==> src/rtl/rtype_pkg.sv <==
// rtype_pkg: shared constants, FSM state type and R-type field extractors
package rtype_pkg;
    localparam int XLEN = 32;
    localparam logic [6:0] OPCODE_OP = 7'b0110011;

    typedef enum logic [1:0] {IDLE, EXEC, WB} state_t;

    function automatic logic [4:0] f_rd(input logic [XLEN-1:0] w);
        return w[11:7];
    endfunction

    function automatic logic [4:0] f_rs1(input logic [XLEN-1:0] w);
        return w[19:15];
    endfunction

    function automatic logic [4:0] f_rs2(input logic [XLEN-1:0] w);
        return w[24:20];
    endfunction
endpackage

==> src/rtl/rtype_regfile.sv <==
// rtype_regfile: 32-entry register file, two operand reads, one debug read, one shared write port
module rtype_regfile #(
    parameter int XLEN = rtype_pkg::XLEN
) (
    input  logic            clk,
    input  logic            reset,
    input  logic [4:0]      ra1,
    input  logic [4:0]      ra2,
    input  logic [4:0]      dra,
    output logic [XLEN-1:0] rd1,
    output logic [XLEN-1:0] rd2,
    output logic [XLEN-1:0] drd,
    input  logic            wb_we,
    input  logic [4:0]      wb_waddr,
    input  logic [XLEN-1:0] wb_wdata,
    input  logic            dbg_we,
    input  logic [4:0]      dbg_waddr,
    input  logic [XLEN-1:0] dbg_wdata
);
    logic [XLEN-1:0] rf_q [32];
    logic [XLEN-1:0] rf_d [32];
    logic            we;
    logic [4:0]      waddr;
    logic [XLEN-1:0] wdata;

    assign rd1 = (ra1 == 5'd0) ? '0 : rf_q[ra1];
    assign rd2 = (ra2 == 5'd0) ? '0 : rf_q[ra2];
    assign drd = (dra == 5'd0) ? '0 : rf_q[dra];

    // writeback has priority on the shared port; x0 is never written
    always_comb begin
        we    = wb_we | dbg_we;
        waddr = wb_we ? wb_waddr : dbg_waddr;
        wdata = wb_we ? wb_wdata : dbg_wdata;
        rf_d  = rf_q;
        if (we && waddr != 5'd0) rf_d[waddr] = wdata;
    end

    // register storage with synchronous clear
    always_ff @(posedge clk) begin
        for (int i = 0; i < 32; i++) rf_q[i] <= reset ? '0 : rf_d[i];
    end
endmodule

==> src/rtl/rtype_issue.sv <==
// rtype_issue: issue/writeback sequencer driving a combinational R-type execution unit
module rtype_issue #(
    parameter int XLEN = rtype_pkg::XLEN
) (
    input  logic            clk,
    input  logic            reset,
    input  logic            instr_valid,
    output logic            instr_ready,
    input  logic [XLEN-1:0] instr_word,
    output logic [XLEN-1:0] alu_instr,
    output logic [XLEN-1:0] alu_in1,
    output logic [XLEN-1:0] alu_in2,
    input  logic [XLEN-1:0] alu_out,
    output logic            wb_valid,
    output logic [4:0]      wb_rd,
    output logic [XLEN-1:0] wb_data,
    output logic            illegal,
    input  logic            dbg_we,
    input  logic [4:0]      dbg_waddr,
    input  logic [XLEN-1:0] dbg_wdata,
    input  logic [4:0]      dbg_raddr,
    output logic [XLEN-1:0] dbg_rdata
);
    import rtype_pkg::*;

    state_t          state_q, state_d;
    logic [XLEN-1:0] instr_q, instr_d;
    logic [XLEN-1:0] result_q, result_d;
    logic            illegal_q, illegal_d;
    logic [XLEN-1:0] rd1, rd2;
    logic            accept, in_exec;

    assign accept      = instr_valid && instr_ready;
    assign in_exec     = state_q == EXEC;
    assign instr_ready = state_q == IDLE && !reset;
    assign alu_instr   = in_exec ? instr_q : '0;
    assign alu_in1     = in_exec ? rd1 : '0;
    assign alu_in2     = in_exec ? rd2 : '0;
    assign wb_valid    = state_q == WB && !reset;
    assign wb_rd       = wb_valid ? f_rd(instr_q) : 5'd0;
    assign wb_data     = wb_valid ? result_q : '0;
    assign illegal     = illegal_q;

    rtype_regfile #(.XLEN(XLEN)) u_rf (
        .clk       (clk),
        .reset     (reset),
        .ra1       (f_rs1(instr_q)),
        .ra2       (f_rs2(instr_q)),
        .dra       (dbg_raddr),
        .rd1       (rd1),
        .rd2       (rd2),
        .drd       (dbg_rdata),
        .wb_we     (wb_valid),
        .wb_waddr  (f_rd(instr_q)),
        .wb_wdata  (result_q),
        .dbg_we    (dbg_we && state_q == IDLE),
        .dbg_waddr (dbg_waddr),
        .dbg_wdata (dbg_wdata)
    );

    // sequencing: accept/reject in IDLE, capture result in EXEC, write back in WB
    always_comb begin
        state_d   = state_q;
        instr_d   = instr_q;
        result_d  = result_q;
        illegal_d = 1'b0;
        if (state_q == IDLE && accept) begin
            instr_d   = (instr_word[6:0] == OPCODE_OP) ? instr_word : instr_q;
            state_d   = (instr_word[6:0] == OPCODE_OP) ? EXEC : IDLE;
            illegal_d = instr_word[6:0] != OPCODE_OP;
        end else if (state_q == EXEC) begin
            result_d = alu_out;
            state_d  = WB;
        end else if (state_q == WB) begin
            state_d = IDLE;
        end
    end

    // state and datapath registers; reset drops any in-flight instruction
    always_ff @(posedge clk) begin
        if (reset) begin
            state_q   <= IDLE;
            instr_q   <= '0;
            result_q  <= '0;
            illegal_q <= 1'b0;
        end else begin
            state_q   <= state_d;
            instr_q   <= instr_d;
            result_q  <= result_d;
            illegal_q <= illegal_d;
        end
    end
endmodule
==> config.mk <==
export PLATFORM = sky130hd
export DESIGN_NAME = rtype_issue
export DESIGN_NICKNAME = d
export VERILOG_FILES = /design/src/rtl/rtype_pkg.sv /design/src/rtl/rtype_regfile.sv /design/src/rtl/rtype_issue.sv
export SDC_FILE = /design/constraint.sdc
export NUM_CORES = 2
export LEC_CHECK = 0
export ABC_CLOCK_PERIOD_IN_PS = 6200
export CAP_MARGIN = 20
export CORE_MARGIN = 2
export CORE_UTILIZATION = 45
export CTS_BUF_LIST = sky130_fd_sc_hd__clkbuf_8
export CTS_CLUSTER_SIZE = 40
export DETAILED_ROUTE_END_ITERATION = 8
export GPL_ROUTABILITY_DRIVEN = 1
export GPL_TIMING_DRIVEN = 0
export HOLD_SLACK_MARGIN = 0.12
export PLACE_DENSITY = 0.62
export SETUP_SLACK_MARGIN = 0.1
export SYNTH_ARGS = -nofsm -noshare
export SYNTH_HDL_FRONTEND = slang
export SYNTH_SLANG_ARGS = --single-unit
==> constraint.sdc <==
create_clock -name clk -period 6.2 [get_ports clk]
set_input_delay 1.24 -clock clk [delete_from_list [all_inputs] [get_ports clk]]
set_output_delay 1.24 -clock clk [all_outputs]
set_load 0.02 [all_outputs]
==> impl_results.md <==
- Outcome: complete, but fails checks
- Failing checks: negative setup slack
- Top cells by area, synth: dfxtp_1 (33%), mux4_2 (24%), mux2i_1 (20%)
- CP endpoint kind: output port
- Min-delay worst type: flip-flop to flip-flop
- Longest Clk Path Bufs: 3
- Clk sink count: 1091
- Clock Skews: 0.0483 ns
- Clock group share of total power: 0.448
- PnR worst setup slack: -0.109 ns
- Final core utilization: 0.521
- All-Layer GR Usage: 0.386
- Clk pin slew, worst setup/hold paths: 0.06 ns
- IO buf count: 274
- Worst path max stage delay: 0.73 ns
- Die span in y: 389 µm
- Maximum vdd drop: 0.000207 V
- Psw: 4.31 mW
- WL per Instance: 36.3 µm
- Synth area leader: dfxtp_1
- Fmax: 159 MHz
- Hold buffers post-CTS: 0
- Core area: about 0.15 mm²
- Gpl congestion: 1.02
- Syn Nets: 5737
- CP Max Fanout: 10
- Number of flops mapped to enable cells by yosys: 0
- Worst path bufs/invs: 5
- Post-Synthesis Cells: 5627
- Slowest-stage cell, CP: clkdlybuf4s50_1
- Layout area overhead: 15.0%
- Pwr dens: 200 mW/mm²
- WS Path Type: primary input to output port
- Crit path required time: around 5.0 ns
- Critical path arrival: 5.07 ns
- Unrepaired setup endpoints after global routing: no
- FP Rows: 141
- Die width: between 300 and 400 µm
- Int Power: 11.1 mW
- CTS tree: yes
- Max-Cap Viols: 0
- Pre-antenna DRT Iters: 8
- Most used DFF post-synth: dfxtp_1
- Vias per Instance: 6.54
- Cell chain of the critical path: clkdlybuf4s50_1 -> buf_4 -> buf_4 -> buf_2 -> mux4_2 -> a22oi_1 -> and3_1 -> nor3_1 -> clkdlybuf4s50_1
- Fill cell count: approximately 13000
- Root buffer cell: clkbuf_8
- Initial antenna violation count: 15
- Tcrit/Tclk final: 1.02
- Combinational group share of total power: 0.090
- Pin count of the biggest net entering global routing: 17
- Starting Density: 0.453
- Yosys synthesis warning count: 0
- Global-route wire length before repair: 407 mm
- IO Pins: approximately 280
- Area share of the largest cell type after synthesis: 0.327
- Num CTS Buffers: around 190
- Switching Fraction: 0.280
- Vias post-DR: roughly 54000
- Minimum clock period: 6.31 ns
- Vias in the first global route: between 50000 and 60000
- Worst Setup Start Kind: primary input
- Final hold violations: 0
- Endpoints failing setup: 9
- Share of cells above drive strength 1: 0.245
- DRC Markers: 0
- Seq pwr share: 0.462
- Post-synth cell types: 52
- DRT antenna net count: 0
- Htree depth: 4
- Pre-CTS setup slack: -1.01 ns
- Worst slew margin: 0.191
- Fraction of registers with async set/reset: 0
- DRT iter0 DRCs: 7108
- Syn avg cell area: 11.9 µm²
- Sequential area share after synthesis: 0.327
- Non-Filler Instances: 8232
- Leakage: 26.8 nW
- Commonest cells in the netlist: mux2i_1 (1346), dfxtp_1 (1091), nand2b_1 (995), mux4_2 (704), clkbuf_1 (301)
- Worst Max-Slew Pin Slew: about 1.2 ns
- Gr ovfl total: 0
- Cell area after synthesis: 0.0668 mm²
- WL final: between 200 and 300 mm
- Final nets: 6243
- Hpwl dp: ~240 mm
- Crit path max-delay family: buffers and inverters
- Setup TNS: -0.366 ns
- Count leader, synth: mux2i_1
- Clk_lat worst skew: 0.99 ns
- Max-slew violation count: 0
- Placed insts: 7868
- FF+latch count, synth: 1091
- Die Area: 0.152 mm²
## registers in the layout, indices dropped and copies added, names as in the netlist
signal     cells
u_rf.rf_q   1024
instr_q       32
result_q      32
state_q        2
illegal        1
## layout make-up
class	instances	area, µm²	area share
Multi-Input combinational cell	3903	42000	0.547
Clock buffer	236	3250	0.0422
Clock inverter	110	562	0.00731
Antenna cell	18	45.0	0.000586
Timing Repair Buffer	315	3350	0.0435
Buffer	624	3390	0.0441
Tap cell	1930	2410	0.0314
Sequential cell	1091	21800	0.284
Inverter	5	18.8	0.000244
## power by group through the flow
stage                     Sequential [mW]  Combinational, mW  Clock, mW
after CTS                            7.11               1.33       6.89
after floorplan                      7.24              0.674          0
after global routing                 7.11               1.38       7.23
after detailed placement             7.26               1.31          0
after global placement               7.25               1.29          0
final                                7.11               1.39       6.90
## logic make-up after synthesis
group	after synthesis	share of synthesized area
AO/OA/AOI/OAI	361	0.0447
multiplexers	2121	0.451
buffers and inverters	633	0.0487
AND/OR/NAND/NOR	1421	0.129
flip-flops	1091	0.327
## layout by cell type, fill, tap and decap left out, drive strengths merged, types with 33 or more instances in the layout
cell type,Yosys,final
nor3,36,36
o22a,64,64
clkbuf,301,541
mux2i,1355,1355
o21bai,33,33
and2,98,98
buf,327,358
dfxtp,1091,1091
o221ai,95,95
clkdlybuf4s50,0,272
nor2,52,52
mux4,704,704
nor2b,36,36
a21oi,38,38
inv,5,91
nand2,113,113
mux2,62,62
nand2b,995,995
## final timing paths
path	startpoint	end	slack, ns	depth (start not counted)
hold / removal	result_q[14]$_SDFFE_PP0P_	result_q[14]$_SDFFE_PP0P_	0.45	2
hold reg to reg	result_q[14]$_SDFFE_PP0P_	result_q[14]$_SDFFE_PP0P_	0.45	2
setup / recovery	dbg_raddr[1]	dbg_rdata[8]	-0.11	9
setup reg to reg	state_q[1]$_SDFFE_PP0P_	u_rf.rf_q[364]$_SDFFE_PP0P_	2.86	7
## worst register-to-register path, stage by stage (launching register included)
cell and delay, ns:
dfxtp_1 0.61, or3b_1 0.38, buf_2 0.15, buf_6 0.17, mux2i_1 0.31, nor2_1 0.79
buf_2 0.56, mux2i_1 0.27
## stage by stage
step / hold slack [ns] / power, mW / cell area (µm²)
floorplan: 0.432 / 7.92 / 66800
global placement: 0.440 / 8.54 / 72000
detailed placement: 0.443 / 8.57 / 72600
CTS: 0.452 / 15.3 / 76700
global route: 0.469 / 15.7 / 76900
finish: 0.447 / 15.4 / 76900
## routing by layer
metal | GRT usage | share of wire | wire (µm)
met5 | 0 | 0.00038 | 113
met4 | 0.197 | 0.057 | 17200
met3 | 0.153 | 0.13 | 39900
met2 | 0.569 | 0.43 | 128000
met1 | 0.489 | 0.38 | 114000
## timing repair
item                                    in CTS  in global routing
endpoints found under the setup margin      96                 40
gates cloned                                 0                  0
buffers inserted                             2                  1
gates resized for setup                    112                 57
No activity file was read; power rests on OpenSTA's default activity.
